## src/rtl/dbg_report_pkg.sv

```systemverilog
`default_nettype none
// ============================================================================
// dbg_report_pkg : shared state encoding and ASCII helpers for debug reporters
// Rev 1.0
// ============================================================================
package dbg_report_pkg;

    typedef enum logic [2:0] {
        ST_IDLE  = 3'd0,
        ST_LABEL = 3'd1,
        ST_HEX   = 3'd2,
        ST_CR    = 3'd3,
        ST_LF    = 3'd4
    } state_t;

    localparam logic [7:0] ASCII_CR = 8'h0d;
    localparam logic [7:0] ASCII_LF = 8'h0a;

    // Lowercase hex: 'a' (0x61) minus 10 gives the 0x57 offset.
    function automatic logic [7:0] hex2ascii(input logic [3:0] nib);
        hex2ascii = (nib < 4'd10) ? (8'h30 + {4'h0, nib}) : (8'h57 + {4'h0, nib});
    endfunction

    function automatic int hex_digit_count(input int width);
        hex_digit_count = (width + 3) / 4;
    endfunction

endpackage
`default_nettype wire

```

## src/rtl/dbg_poll_timer.sv

```systemverilog
`default_nettype none
// ============================================================================
// dbg_poll_timer : free-running 0..POLL_TICKS-1 counter, one-cycle tick at TC
// Rev 1.0
// ============================================================================
module dbg_poll_timer #(
    parameter int POLL_TICKS = 25000000
) (
    input  logic clk,
    input  logic rst,
    output logic tick_o
);

    localparam int              CNT_W  = (POLL_TICKS > 1) ? $clog2(POLL_TICKS) : 1;
    localparam logic [CNT_W-1:0] C_TERM = CNT_W'(POLL_TICKS - 1);

    logic [CNT_W-1:0] cnt_q;

    always_ff @(posedge clk) begin
        if (rst) begin
            cnt_q <= '0;
        end else if (cnt_q == C_TERM) begin
            cnt_q <= '0;
        end else begin
            cnt_q <= cnt_q + CNT_W'(1);
        end
    end

    assign tick_o = (cnt_q == C_TERM);

endmodule
`default_nettype wire

```

## src/rtl/dbg_reg_reporter.sv

```systemverilog
`default_nettype none
// ============================================================================
// dbg_reg_reporter : prints NUM_REGS labelled hex registers as ASCII lines
// Option macro: DBG_REPORT_ON_CHANGE_EN (skip registers unchanged since last print)
// Rev 1.0
// ============================================================================
module dbg_reg_reporter
    import dbg_report_pkg::*;
#(
    parameter int NUM_REGS   = 4,
    parameter int REG_W      = 16,
    parameter int LABEL_LEN  = 8,
    parameter logic [NUM_REGS-1:0][LABEL_LEN-1:0][7:0] LABELS = {(NUM_REGS*LABEL_LEN){8'h20}},
    parameter int POLL_TICKS = 25000000
) (
    input  logic                      clk,
    input  logic                      rst,
    input  logic [NUM_REGS*REG_W-1:0] regs,
    input  logic                      trigger,
    input  logic                      tx_ready,
    output logic [7:0]                tx_data,
    output logic                      tx_valid,
    output logic                      busy
);

    localparam int HEX_DIGITS = hex_digit_count(REG_W);
    localparam int PAD_W      = HEX_DIGITS * 4;
    localparam int CI_MAX     = (LABEL_LEN > HEX_DIGITS) ? LABEL_LEN : HEX_DIGITS;
    localparam int CI_W       = (CI_MAX > 1) ? $clog2(CI_MAX) : 1;
    localparam int RI_W       = (NUM_REGS > 1) ? $clog2(NUM_REGS) : 1;

    localparam logic [CI_W-1:0] C_LBL_LAST = CI_W'(LABEL_LEN - 1);
    localparam logic [CI_W-1:0] C_HEX_LAST = CI_W'(HEX_DIGITS - 1);
    localparam logic [RI_W-1:0] C_REG_LAST = RI_W'(NUM_REGS - 1);

    state_t            state_q;
    logic [RI_W-1:0]   reg_idx_q;
    logic [CI_W-1:0]   char_idx_q;
    logic [REG_W-1:0]  shadow_q [NUM_REGS];
    logic              pending_q;
    logic              busy_q;
    logic              tx_valid_q;
    logic [7:0]        tx_data_q;

    logic              w_tick;
    logic              w_start_req;
    logic              w_can_send;
    logic              w_skip;
    logic [CI_W-1:0]   w_lbl_sel;
    logic [CI_W-1:0]   w_nib_sel;
    logic [PAD_W-1:0]  w_cur_pad;
    logic [3:0]        w_nib;
    logic [7:0]        w_lbl_byte;

    dbg_poll_timer #(
        .POLL_TICKS (POLL_TICKS)
    ) u_poll_timer (
        .clk    (clk),
        .rst    (rst),
        .tick_o (w_tick)
    );

    assign w_start_req = w_tick | trigger;
    // Gating on our own strobe guarantees at least one idle cycle between bytes.
    assign w_can_send  = tx_ready & ~tx_valid_q;

    assign w_lbl_sel  = C_LBL_LAST - char_idx_q;
    assign w_nib_sel  = C_HEX_LAST - char_idx_q;
    assign w_lbl_byte = LABELS[reg_idx_q][w_lbl_sel];
    assign w_cur_pad  = PAD_W'(shadow_q[reg_idx_q]);
    assign w_nib      = w_cur_pad[{w_nib_sel, 2'b00} +: 4];

`ifdef DBG_REPORT_ON_CHANGE_EN
    logic [REG_W-1:0]    last_q [NUM_REGS];
    logic [NUM_REGS-1:0] seen_q;
    logic                full_q;
    logic                full_pend_q;

    assign w_skip = (char_idx_q == '0) && !full_q && seen_q[reg_idx_q] &&
                    (shadow_q[reg_idx_q] == last_q[reg_idx_q]);
`else
    assign w_skip = 1'b0;
`endif

    always_ff @(posedge clk) begin
        if (rst) begin
            state_q    <= ST_IDLE;
            reg_idx_q  <= '0;
            char_idx_q <= '0;
            pending_q  <= 1'b0;
            busy_q     <= 1'b0;
            tx_valid_q <= 1'b0;
            tx_data_q  <= '0;
`ifdef DBG_REPORT_ON_CHANGE_EN
            seen_q      <= '0;
            full_q      <= 1'b0;
            full_pend_q <= 1'b0;
`endif
        end else begin
            tx_valid_q <= 1'b0;
            if (state_q != ST_IDLE && w_start_req) begin
                pending_q <= 1'b1;
            end
`ifdef DBG_REPORT_ON_CHANGE_EN
            if (state_q != ST_IDLE && trigger) begin
                full_pend_q <= 1'b1;
            end
`endif
            case (state_q)
                ST_IDLE: begin
                    if (w_start_req || pending_q) begin
                        for (int i = 0; i < NUM_REGS; i++) begin
                            shadow_q[i] <= regs[i*REG_W +: REG_W];
                        end
                        pending_q  <= 1'b0;
                        busy_q     <= 1'b1;
                        reg_idx_q  <= '0;
                        char_idx_q <= '0;
                        state_q    <= ST_LABEL;
`ifdef DBG_REPORT_ON_CHANGE_EN
                        full_q      <= trigger | full_pend_q;
                        full_pend_q <= 1'b0;
`endif
                    end
                end

                ST_LABEL: begin
                    if (w_skip) begin
                        if (reg_idx_q == C_REG_LAST) begin
                            state_q <= ST_IDLE;
                            busy_q  <= 1'b0;
                        end else begin
                            reg_idx_q <= reg_idx_q + RI_W'(1);
                        end
                    end else if (w_can_send) begin
                        tx_data_q  <= w_lbl_byte;
                        tx_valid_q <= 1'b1;
                        if (char_idx_q == C_LBL_LAST) begin
                            char_idx_q <= '0;
                            state_q    <= ST_HEX;
                        end else begin
                            char_idx_q <= char_idx_q + CI_W'(1);
                        end
                    end
                end

                ST_HEX: begin
                    if (w_can_send) begin
                        tx_data_q  <= hex2ascii(w_nib);
                        tx_valid_q <= 1'b1;
                        if (char_idx_q == C_HEX_LAST) begin
                            char_idx_q <= '0;
                            state_q    <= ST_CR;
                        end else begin
                            char_idx_q <= char_idx_q + CI_W'(1);
                        end
                    end
                end

                ST_CR: begin
                    if (w_can_send) begin
                        tx_data_q  <= ASCII_CR;
                        tx_valid_q <= 1'b1;
                        state_q    <= ST_LF;
                    end
                end

                ST_LF: begin
                    if (w_can_send) begin
                        tx_data_q  <= ASCII_LF;
                        tx_valid_q <= 1'b1;
`ifdef DBG_REPORT_ON_CHANGE_EN
                        last_q[reg_idx_q] <= shadow_q[reg_idx_q];
                        seen_q[reg_idx_q] <= 1'b1;
`endif
                        if (reg_idx_q == C_REG_LAST) begin
                            state_q <= ST_IDLE;
                            busy_q  <= 1'b0;
                        end else begin
                            reg_idx_q <= reg_idx_q + RI_W'(1);
                            state_q   <= ST_LABEL;
                        end
                    end
                end

                default: begin
                    state_q <= ST_IDLE;
                    busy_q  <= 1'b0;
                end
            endcase
        end
    end

    assign tx_data  = tx_data_q;
    assign tx_valid = tx_valid_q;
    assign busy     = busy_q;

endmodule
`default_nettype wire

```

## config.mk

```make
export PLATFORM = sky130hd
export DESIGN_NAME = dbg_reg_reporter
export DESIGN_NICKNAME = d
export VERILOG_FILES = /design/src/rtl/dbg_report_pkg.sv /design/src/rtl/dbg_poll_timer.sv /design/src/rtl/dbg_reg_reporter.sv
export SDC_FILE = /design/constraint.sdc
export NUM_CORES = 1
export LEC_CHECK = 0
export BUFFER_PORTS_ARGS = -buffer_cell sky130_fd_sc_hd__buf_4
export CAP_MARGIN = 20
export CORE_ASPECT_RATIO = 0.7
export CORE_MARGIN = 4
export CORE_UTILIZATION = 50
export CTS_CLUSTER_DIAMETER = 50
export DETAILED_ROUTE_END_ITERATION = 16
export GPL_ROUTABILITY_DRIVEN = 0
export PLACE_DENSITY_LB_ADDON = 0.08
export SETUP_SLACK_MARGIN = 0.02
export SLEW_MARGIN = 20
export SYNTH_ARGS = -nofsm -noshare
export SYNTH_HDL_FRONTEND = slang
export SYNTH_SLANG_ARGS = --single-unit
export TNS_END_PERCENT = 1
```

## constraint.sdc

```tcl
create_clock -name clk -period 4.9 [get_ports clk]
set_clock_uncertainty 0.2 [all_clocks]
set_input_delay 0.98 -clock clk [delete_from_list [all_inputs] [get_ports clk]]
set_output_delay 0.98 -clock clk [all_outputs]
set_load 0.02 [all_outputs]
```

## Word level (Yosys, flattened, before mapping)

Memory sizes are Yosys's and may differ from the RTL's. A register that Yosys moved wholly into a read port is not among the register bits.
Cells that the tools add are included.

| storage, ports and cells | value |
|---|---|
| register bits after elaboration | 44 |
| bits in latches | 0 |
| bits in writable memories | 64 |
| memory bits (read-only) | 0 |
| input port bits | 68 |
| output and inout bits | 10 |
| word-level logic and storage cells | 101 |
| memories | 1 |

Memories:

| name | words | width | rd ports | clocked after memory_dff | write ports | line | text |
|---|---|---|---|---|---|---|---|
| shadow_q | 4 | 16 | 1 | 1 | 4 | dbg_reg_reporter.sv:39 | `logic [REG_W-1:0] shadow_q [NUM_REGS];` |

| operators by class | value |
|---|---|
| $add $sub $neg | 7 |
| multipliers | 0 |
| div/mod/pow operators | 0 |
| $lt $le $gt $ge | 3 |
| equal/unequal tests | 17 |
| shift-type cells | 1 |
| multiplexer cells | 43 |
| bitwise operators | 5 |
| reductions and logical operators | 16 |

Operator list:

| cell | count |
|---|---|
| $bmux W64 S2 | 1 |
| $mux W64 | 1 |
| $mux W8 | 6 |
| $mux W3 | 12 |
| $pmux W8 S4 | 1 |
| $add A25 B1 Y25 const B | 1 |
| $eq A25 B25 Y1 const B | 1 |
| $bmux W8 S3 | 1 |
| $ne A2 B2 Y1 const B | 9 |
| $shiftx A16 B6 Y4 | 1 |
| $pmux W3 S5 | 1 |
| $mux W1 | 12 |
| $reduce_and A4 Y1 | 3 |
| $mux W2 | 5 |
| $eq A3 B2 Y1 const B | 3 |
| $pmux W3 S3 | 1 |
| $add A7 B4 Y8 const A | 1 |
| $add A6 B4 Y7 const A | 1 |
| $reduce_and A7 Y1 | 1 |
| $eq A3 B3 Y1 const B | 2 |
| $reduce_bool A3 Y1 | 2 |
| $reduce_and A5 Y1 | 1 |
| $lt A3 B4 Y1 const B | 1 |
| $lt A4 B4 Y1 const B | 1 |
| 20 further kinds | 23 |

## Logic depth before layout (Yosys ltp)

Gate-level depths: netlist (run 1).

| logic depth | value |
|---|---|
| depth after elaboration | 7 |
| depth in mapped cells | 11 |

## By module

Synthesis (run 1) repeated with hierarchy kept, for this count alone.

| second synthesis, totals | value |
|---|---|
| cell total of the unflattened synthesis | 371 |
| area, all modules | 4732.0 um^2 |

By module, submodules not included:

| module | instances | cells an instance | area each (um^2) | sequential area each (um^2) |
|---|---|---|---|---|
| dbg_reg_reporter | 1 | 233 | 3508.4 | 2322.2 |
| dbg_poll_timer | 1 | 138 | 1223.7 | 500.5 |

## Worst setup path before layout (run 1)

Ideal clock, no wire load.

| path | value |
|---|---|
| path kind | flip-flop to flip-flop |
| from | register u_poll_timer.cnt_q[0] |
| to | memory shadow_q[0][0] (enable) |
| data arrival time | 4170 ps |
| data required time | 4214 ps |
| slack | 44 ps |
| cell stages (with the launch flop) | 7 |
| cell sequence | dfxtp_1 ha_1 nand2_1 or2_2 o41ai_4 nand2_1 nor2_1 |

RTL lines:

| what | line | text |
|---|---|---|
| start: declaration | dbg_poll_timer.sv:17 | `logic [CNT_W-1:0] cnt_q;` |
| start signal: assignment | dbg_poll_timer.sv:25 | `cnt_q <= cnt_q + CNT_W'(1);` |
| end: declaration | dbg_reg_reporter.sv:39 |  |

==> parameters.txt, run 1 <==
Parameter                              Value

Worst hold path
  Worst Hold Launch ... u_poll_timer.cnt_q[0]$_SDFF_PP0_
  Tightest Hold Check Type ... reg2reg

GRT
  Vias in the first global route ... 2949
  Number of antenna violations at the first check in global routing ... 0
  Global-route wire length before repair ... 15400 um
  All-layer global routing usage ... 18.5%
  Largest net degree at the start of global routing ... 65
  Overall overflow remaining after global route ... 0

CTS
  Skew-Pair Late Insertion Delay ... 0.35 ns
  Number of hold buffers added after CTS ... 0
  Root buf cell ... sky130_fd_sc_hd__clkbuf_16
  Maximum root-to-sink buffer count ... 2
  Sinks on the clock net ... 109
  Number of levels in the clock H-tree ... 3
  CTS buffer count ... 9
  Cells resized by post-CTS repair ... 0
  Buffers inserted during post-CTS setup optimization ... 0
  Clock input transition at the sequential cells of the worst setup and hold paths ... 0.07 ns
  Clock tree from TritonCTS ... built

Synthesis
  Proportion of synthesized chip area in sequential cells ... 60.3%
  Main area contributors after synthesis ... sky130_fd_sc_hd__edfxtp_1 (41%), sky130_fd_sc_hd__dfxtp_1 (19%), sky130_fd_sc_hd__mux4_2 (6.7%)
  Cell Area, Synth ... 0.00468 mm^2
  Fraction of registers with async set or reset after synthesis ... 0%
  Average footprint of a synthesized cell ... 12.6 um^2
  Count of yosys warnings during synthesis ... 0
  Library cell occupying the most area in the post-synthesis netlist ... sky130_fd_sc_hd__edfxtp_1
  Syn Inst Count ... 371
  Post-synth EDFFs ... 64
  Number of distinct library cell variants in the gate-level netlist after synthesis ... 51
  Leading register cell type out of synthesis ... sky130_fd_sc_hd__edfxtp_1
  Fraction of post-synthesis cell area in the top cell type by area ... 41.1%
  Net count after synthesis ... 444
  Number of storage elements in the synthesis netlist ... 109

Setup path
  Crit start category ... register
  Maximum net fanout on the critical path ... 15
  Signal arrival time at the worst endpoint ... 3.16 ns
  Req. time, crit path ... 4.89 ns
  Setup Crit Path Kind ... reg2reg
  CP Capture Type ... register

Timing
  Final-report setup violation count ... 0
  Actual transition at the worst max-transition pin ... 1.06 ns
  Final-layout setup total negative slack ... 0 ns
  Setup repair after global routing missed its margin ... no
  Final hold violation count ... 0
  Relative max-transition margin ... 28.6%
  Max-slew violation count ... 0
  Portion of the clock cycle consumed by the worst path in the final layout ... 64.7%
  Max Clock Freq ... 315 MHz
  Min cycle time layout ... 3.17 ns
  Post-route setup slack ... 1.73 ns

Drt
  Number of iterations in the first detailed-routing pass ... 4
  Remaining DRCs ... 0
  Via/cell ratio ... 5.38
  Routed WL per cell ... 16.5 um
  Count of vias placed by the detailed router ... 3094
  Total Wirelength ... 9500 um
  Number of violations reported at the end of detailed-routing iteration 0 ... 275
  Residual antenna-violating net count after detailed routing ... 0

Layout
  Area growth from synthesis to layout ... 21.2%
  Fraction of layout instances using a drive strength above 1 ... 26.2%
  Count of antenna diodes in the layout ... 0
  Net total in the final layout ... 519
  Number of filler cells placed in the layout ... 725

Run
  Number of violations of the max-capacitance limit ... 0

Pwr
  Static Leak ... 2.06 nW
  Relative contribution of the clock network to total power ... 38.6%
  Peak VDD IR ... 0.172 mV
  Proportion of power drawn by flip-flops and latches ... 52.4%
  P per Cell Area ... 350 mW/mm^2
  Combinational Power Share ... 9.0%
  Internal power contribution ... 1.55 mW
  Switching power ... 0.435 mW
  Net switching fraction of the power ... 21.9%

Floorplanning
  Number of top-level pins ... 78
  Std-Cell Rows ... 29
  Core area ... 0.00911 mm^2
  Initial Util ... 51.4%
  Die height ... 88.9 um
  Die X ... 124 um
  Die footprint ... 0.0110 mm^2

Run status
  Run status ... completed

Place
  DP HPWL ... 6670 um
  Number of buffers inserted by port buffering ... 76
  Setup slack after placement ... 1.68 ns
-- power by group through the flow --
stage | Clock [mW] | Sequential, mW | Combinational, mW
global placement | 0 | 1.06 | 0.175
detailed placement | 0 | 1.06 | 0.178
finish | 0.767 | 1.04 | 0.179
CTS | 0.781 | 1.04 | 0.179
global route | 0.822 | 1.04 | 0.198
floorplan | 0 | 1.06 | 0.0989
-- cell usage in the layout (no fill, tap or decap), types with 7 or more instances in the layout --
cell	netlist	routed
sky130_fd_sc_hd__nand3_1	12	12
sky130_fd_sc_hd__a21oi_1	20	20
sky130_fd_sc_hd__edfxtp_1	64	64
sky130_fd_sc_hd__xnor2_1	9	9
sky130_fd_sc_hd__o21ai_0	18	18
sky130_fd_sc_hd__buf_4	3	78
sky130_fd_sc_hd__nand2_1	20	20
sky130_fd_sc_hd__mux2i_1	13	13
sky130_fd_sc_hd__clkbuf_16	0	9
sky130_fd_sc_hd__dfxtp_1	45	44
sky130_fd_sc_hd__inv_1	13	13
sky130_fd_sc_hd__mux4_2	14	14
sky130_fd_sc_hd__nor2_1	42	41
sky130_fd_sc_hd__nand4_1	7	7
sky130_fd_sc_hd__xor2_1	15	15
-- Yosys cell counts (6+ instances only) --
library cell / n
sky130_fd_sc_hd__a21oi_1: 20
sky130_fd_sc_hd__xnor2_1: 9
sky130_fd_sc_hd__nor3_1: 6
sky130_fd_sc_hd__o21ai_0: 18
sky130_fd_sc_hd__nand2_1: 20
sky130_fd_sc_hd__xor2_1: 15
sky130_fd_sc_hd__edfxtp_1: 64
sky130_fd_sc_hd__nor2_1: 42
sky130_fd_sc_hd__mux4_2: 14
sky130_fd_sc_hd__inv_1: 13
sky130_fd_sc_hd__dfxtp_1: 45
sky130_fd_sc_hd__clkbuf_1: 9
sky130_fd_sc_hd__mux2i_1: 13
sky130_fd_sc_hd__nand3_1: 12
sky130_fd_sc_hd__nand4_1: 7
-- worst paths after layout --
path,to,slack (ns),cells after the start
worst max-delay path,tx_data[2]$_SDFFE_PP0P_,1.73,9
worst min-delay path,u_poll_timer.cnt_q[0]$_SDFF_PP0_,0.27,1
worst min register to register,u_poll_timer.cnt_q[0]$_SDFF_PP0_,0.27,1
worst max register to register,tx_data[2]$_SDFFE_PP0P_,1.73,9
-- kinds of logic after synthesis --
family	synth area share, %
adders and majority gates	1.34
DFF	60.3
muxes	10.0
other	0.0802
and+or+nand+nor	12.1
xor gates and xnor gates	4.49
AOI/OAI and AO/OA	9.04
buffers and inverters	2.57
-- final cells by class --
type                            count  area (um^2)  area share, %
Sequential cell                   109         2820           49.8
Multi-Input combinational cell    235         1740           30.7
Clock inverter                      6         86.3           1.52
Inverter                           13         48.8          0.860
Clock buffer                       10          229           4.04
Timing Repair Buffer               78          586           10.3
Tap cell                          124          155           2.74
-- per-stage QoR --
stage / power, mW / util (%) / area [um^2] / cells / hold slack, ns
floorplan: 1.16 / - / 4680 / 371 / 0.230
global placement: 1.24 / 58.8 / 5360 / 559 / 0.246
detailed placement: 1.24 / 58.8 / 5360 / 559 / 0.257
CTS: 2.00 / 62.3 / 5670 / 575 / 0.273
global route: 2.06 / 62.3 / 5670 / 575 / 0.294
finish: 1.99 / 62.3 / 5670 / 575 / 0.272
-- routing by layer --
metal	up-vias	wire length, um	part of all wire (%)	global-route usage [%]
met5	-	0	0	0
met4	0	109	1.1	5.13
met3	11	583	6.1	5.57
met2	81	4200	44	27.0
met1	1472	4610	48	27.1
li1	1530	-	-	-
-- flip-flops by register name, indices dropped and copies added, names as in the netlist, named ones only --
| name | count |
|---|---|
| tx_data | 7 |
| shadow_q | 64 |
| char_idx_q | 3 |
| tx_valid | 1 |
| state_q | 3 |
| busy | 1 |
| u_poll_timer.cnt_q | 25 |
| reg_idx_q | 2 |
| pending_q | 1 |
-- critical path, stage by stage, from the launching register on --
cell and delay [ns]:
sky130_fd_sc_hd__dfxtp_1 0.93, sky130_fd_sc_hd__mux4_2 0.60, sky130_fd_sc_hd__mux2_2 0.31, sky130_fd_sc_hd__a22oi_4 0.26, sky130_fd_sc_hd__nor2_1 0.09, sky130_fd_sc_hd__inv_1 0.07, sky130_fd_sc_hd__ha_1 0.19, sky130_fd_sc_hd__nor2b_1 0.15
sky130_fd_sc_hd__o22a_1 0.14, sky130_fd_sc_hd__a31oi_1 0.07
Note: power is estimated with default switching activity, not from simulation.
==> run 2, diff against run 1 <==
--- a/config.mk
+++ b/config.mk
@@ -5,11 +5,12 @@
 export SDC_FILE = /design/constraint.sdc
 export NUM_CORES = 1
 export LEC_CHECK = 0
+export ABC_AREA = 1
 export BUFFER_PORTS_ARGS = -buffer_cell sky130_fd_sc_hd__buf_4
 export CAP_MARGIN = 20
 export CORE_ASPECT_RATIO = 0.7
 export CORE_MARGIN = 4
-export CORE_UTILIZATION = 50
+export CORE_UTILIZATION = 51
 export CTS_CLUSTER_DIAMETER = 50
 export DETAILED_ROUTE_END_ITERATION = 16
 export GPL_ROUTABILITY_DRIVEN = 0
==> constraint.sdc (replaced) <==
create_clock -name clk -period 2.6 [get_ports clk]
set_clock_uncertainty 0.2 [all_clocks]
set_input_delay 0.52 -clock clk [delete_from_list [all_inputs] [get_ports clk]]
set_output_delay 0.52 -clock clk [all_outputs]
set_load 0.02 [all_outputs]
==> run 2 against run 1 <==
- die area is 3.2% higher
- clock power increased by 64%
- area after synthesis grew 5.5%
- via count rose by 26%
- synthesized cell count increased by 54%
- critical path depth unchanged
- non-clock buffer count up 5
- wire length grew 8.0%
- design area rose by 4.3%
- first-iteration DRC count up 4.0%
- largest power group unchanged
==> parameters.txt, run 2 <==
Parameter                              Value

Synthesis
  Average footprint of a synthesized cell ... 8.65 um^2 (-31%)
  Leading register cell type out of synthesis ... sky130_fd_sc_hd__edfxtp_1
  Library cell occupying the most area in the post-synthesis netlist ... sky130_fd_sc_hd__edfxtp_1
  Top cell types by occurrence after synthesis ... sky130_fd_sc_hd__nand2_1 (143), sky130_fd_sc_hd__inv_1 (86), sky130_fd_sc_hd__edfxtp_1 (64)
  Count of yosys warnings during synthesis ... 0 (unchanged)
  Proportion of synthesized chip area in sequential cells ... 57.2% (-3.2 points)
  Fraction of post-synthesis cell area in the top cell type by area ... 38.9% (-2.2 points)
  Number of storage elements in the synthesis netlist ... 109 (unchanged)
  Main area contributors after synthesis ... sky130_fd_sc_hd__edfxtp_1 (39%), sky130_fd_sc_hd__dfxtp_1 (18%), sky130_fd_sc_hd__nand2_1 (11%)
  Net count after synthesis ... 644 (+45%)
  Most used standard cell by instance count after synthesis ... sky130_fd_sc_hd__nand2_1
  Syn Inst Count ... 571 (+54%)
  Post-synth EDFFs ... 64 (unchanged)
  Fraction of registers with async set or reset after synthesis ... 0% (unchanged)
  Cell Area, Synth ... 0.00494 mm^2 (+5.5%)
  Number of distinct library cell variants in the gate-level netlist after synthesis ... 31 (-39%)

CTS
  Number of hold buffers added after CTS ... 0 (unchanged)
  Maximum root-to-sink buffer count ... 2 (unchanged)
  Sinks on the clock net ... 109 (unchanged)
  Root buf cell ... sky130_fd_sc_hd__clkbuf_16
  Number of levels in the clock H-tree ... 3 (unchanged)
  Clock tree from TritonCTS ... built
  CTS buffer count ... 9 (unchanged)
  Clock input transition at the sequential cells of the worst setup and hold paths ... 0.07 ns (about the same)
  Buffers inserted during post-CTS setup optimization ... 0 (unchanged)
  Skew-Pair Late Insertion Delay ... 0.35 ns (about the same)
  Cells resized by post-CTS repair ... 0 (unchanged)

Drt
  Number of iterations in the first detailed-routing pass ... 5 (+1)
  Total Wirelength ... 10300 um (+8.0%)
  Residual antenna-violating net count after detailed routing ... 0 (unchanged)
  Count of vias placed by the detailed router ... 3896 (+26%)
  Routed WL per cell ... 13.2 um (-20%)
  Remaining DRCs ... 0 (unchanged)
  Number of violations reported at the end of detailed-routing iteration 0 ... 286 (+4.0%)
  Via/cell ratio ... 5.00 (-7.1%)

Run status
  Run status ... completed

Timing
  Final-layout setup total negative slack ... 0 ns (unchanged)
  Portion of the clock cycle consumed by the worst path in the final layout ... 87.1% (+22 points)
  Min cycle time layout ... 2.26 ns (-0.906 ns)
  Actual transition at the worst max-transition pin ... 0.555 ns (-0.506 ns)
  Max Clock Freq ... 442 MHz (+40%)
  Final hold violation count ... 0 (unchanged)
  Relative max-transition margin ... 62.9% (+34 points)
  Setup repair after global routing missed its margin ... no
  Final-report setup violation count ... 0 (unchanged)
  Max-slew violation count ... 0 (unchanged)
  Final Hold Slack ... 0.141 ns (-0.130 ns)

GRT
  Overall overflow remaining after global route ... 0 (unchanged)
  Largest net degree at the start of global routing ... 65 (unchanged)
  Number of antenna violations at the first check in global routing ... 0 (unchanged)
  Global-route wire length before repair ... 17300 um (+12%)
  Vias in the first global route ... 3665 (+24%)
  All-layer global routing usage ... 18.9% (+0.44 points)

Setup path
  Req. time, crit path ... 2.41 ns (-2.48 ns)
  Setup Crit Path Kind ... reg2reg
  Signal arrival time at the worst endpoint ... 2.08 ns (-1.08 ns)
  FF-to-FF setup slack ... 0.34 ns (-1.39 ns)
  Family with the most delay on the worst path ... simple AND/OR/NAND/NOR gates
  Slowest cell on crit path ... sky130_fd_sc_hd__dfxtp_1
  Ordered list of cells on the worst path ... nand2_1 > inv_1 > nand3_1 > nor4_1 > nand4_1 > nand2_1 > nand3_2 > clkinvlp_4 > buf_12
  Most numerous cell on the critical path ... sky130_fd_sc_hd__nand2_1
  CP Capture Type ... register
  Maximum net fanout on the critical path ... 64 (+49)
  R2r startpoint ... u_poll_timer.cnt_q[12]$_SDFF_PP0_
  Crit start category ... register
  Reg-to-reg critical path endpoint ... shadow_q[0][0]$_DFFE_PP_
  Length in cells of the worst reg-to-reg path ... 9 (unchanged)
  Combined buffer and inverter count along the critical path ... 3 (+2)
  Max stage delay on crit path ... 0.36 ns (-0.57 ns)
  Stages on the worst setup path ... 9 (unchanged)

Layout
  Register with the most flip-flops ... shadow_q
  Number of filler cells placed in the layout ... 808 (+11%)
  Net total in the final layout ... 723 (+39%)
  Fraction of layout instances using a drive strength above 1 ... 18.2% (-8.0 points)
  Most common cell after layout, fill and taps aside ... sky130_fd_sc_hd__nand2_1
  Area growth from synthesis to layout ... 19.8%
  Largest register FFs ... 64 (unchanged)
  Count of antenna diodes in the layout ... 0 (unchanged)
  Most used cells in the layout excluding fill and tap cells ... sky130_fd_sc_hd__nand2_1 (143), sky130_fd_sc_hd__inv_1 (85), sky130_fd_sc_hd__buf_4 (82), sky130_fd_sc_hd__edfxtp_1 (64), sky130_fd_sc_hd__nor2_1 (62)

Worst hold path
  Worst Hold Launch ... regs[27]
  Tightest Hold Check Type ... in2reg
  Worst hold endpoint ... shadow_q[1][11]$_DFFE_PP_
  Depth of the worst hold-timing path ... 1 (unchanged)

Floorplanning
  Die height ... 90.3 um (+1.6%)
  Core area ... 0.00925 mm^2 (+1.6%)
  Die footprint ... 0.0113 mm^2 (+3.2%)
  Std-Cell Rows ... 29 (unchanged)
  Number of top-level pins ... 78 (unchanged)
  Initial Util ... 53.4% (+2.0 points)
  Die X ... 126 um (+1.6%)

Place
  DP HPWL ... 7450 um (+12%)
  Number of buffers inserted by port buffering ... 76 (unchanged)

Pwr
  Static Leak ... 2.54 nW (+23%)
  Peak VDD IR ... 0.499 mV (+190%)
  P per Cell Area ... 923 mW/mm^2 (+160%)

Run
  Number of violations of the max-capacitance limit ... 0 (unchanged)
==> run 2: cell types whose count changed after synthesis, sizes merged, moves of 5 or more <==
cell,delta
a21oi,+10
buf,+7
clkbuf,-6
inv,+76
mux2i,-13
mux4,-14
nand2,+124
nand2b,-5
nand3,+37
nor2,+25
nor3,+7
o21ai,+11
xnor2,-6
xor2,-9
==> run 2: worst reg2reg max path: cells and delay by family, from the launching register on <==
kind | cells | cell delay (ns)
AND/OR/NAND/NOR | 6 | 0.81
buffers and inverters | 3 | 0.49
flip-flops | 1 | 0.36
==> run 2: metal layers <==
metal / share of wire [%] / global-route usage, %
met5: 0 / 0
met4: 1.7 / 6.77
met3: 6.6 / 5.56
met2: 42 / 27.2
met1: 49 / 27.2
==> run 2: logic make-up (layout without fill, tap and decap cells) <==
logic type | Yosys count | in the layout | share of synthesized area, %
adders and majority gates | 5 | 5 | 1.27
and+or+nand+nor | 281 | 281 | 24.4
buffers and inverters | 104 | 188 | 8.74
AOI/OAI and AO/OA | 62 | 62 | 6.72
xor gates and xnor gates | 9 | 9 | 1.60
other | 1 | 1 | 0.0760
DFF | 109 | 109 | 57.2
==> run 2: per-stage QoR <==
step	total power [mW]	instance area [um^2]	instances	utilization (%)	setup slack (ns)
2_1_floorplan	3.72	4950	571	-	0.0565
3_3_place_gp	4.17	5640	763	60.9	0.416
3_5_place_dp	4.23	5640	763	60.9	0.360
4_1_cts	5.50	5910	779	63.9	0.351
5_1_grt	5.88	5910	779	63.9	0.0543
6_report	5.46	5910	779	63.9	0.336
==> run 2: power breakdown <==
part / switching (mW) / internal, mW
sequential: 0.129 / 2.15
combinational: 1.26 / 0.660
clock: 0.610 / 0.652
==> run 2: cell type report <==
type	count	area [um^2]	share of cell area (%)
Sequential cell	109	2820	47.7
Multi-Input combinational cell	358	1690	28.5
Timing Repair Buffer	83	636	10.7
Inverter	89	338	5.71
Clock buffer	9	225	3.81
Tap cell	124	155	2.62
Clock inverter	7	50.0	0.846
==> run 2: worst max path at each step <==
stage                                      start                   endpoint  slack (ns)
6_report       u_poll_timer.cnt_q[12]$_SDFF_PP0_   shadow_q[0][0]$_DFFE_PP_        0.34
5_1_grt        u_poll_timer.cnt_q[12]$_SDFF_PP0_  shadow_q[0][12]$_DFFE_PP_        0.05
4_1_cts        u_poll_timer.cnt_q[12]$_SDFF_PP0_   shadow_q[1][0]$_DFFE_PP_        0.35
3_5_place_dp   u_poll_timer.cnt_q[12]$_SDFF_PP0_   shadow_q[0][8]$_DFFE_PP_        0.36
3_3_place_gp   u_poll_timer.cnt_q[12]$_SDFF_PP0_  shadow_q[0][12]$_DFFE_PP_        0.42
2_1_floorplan                                rst   shadow_q[0][0]$_DFFE_PP_        0.06
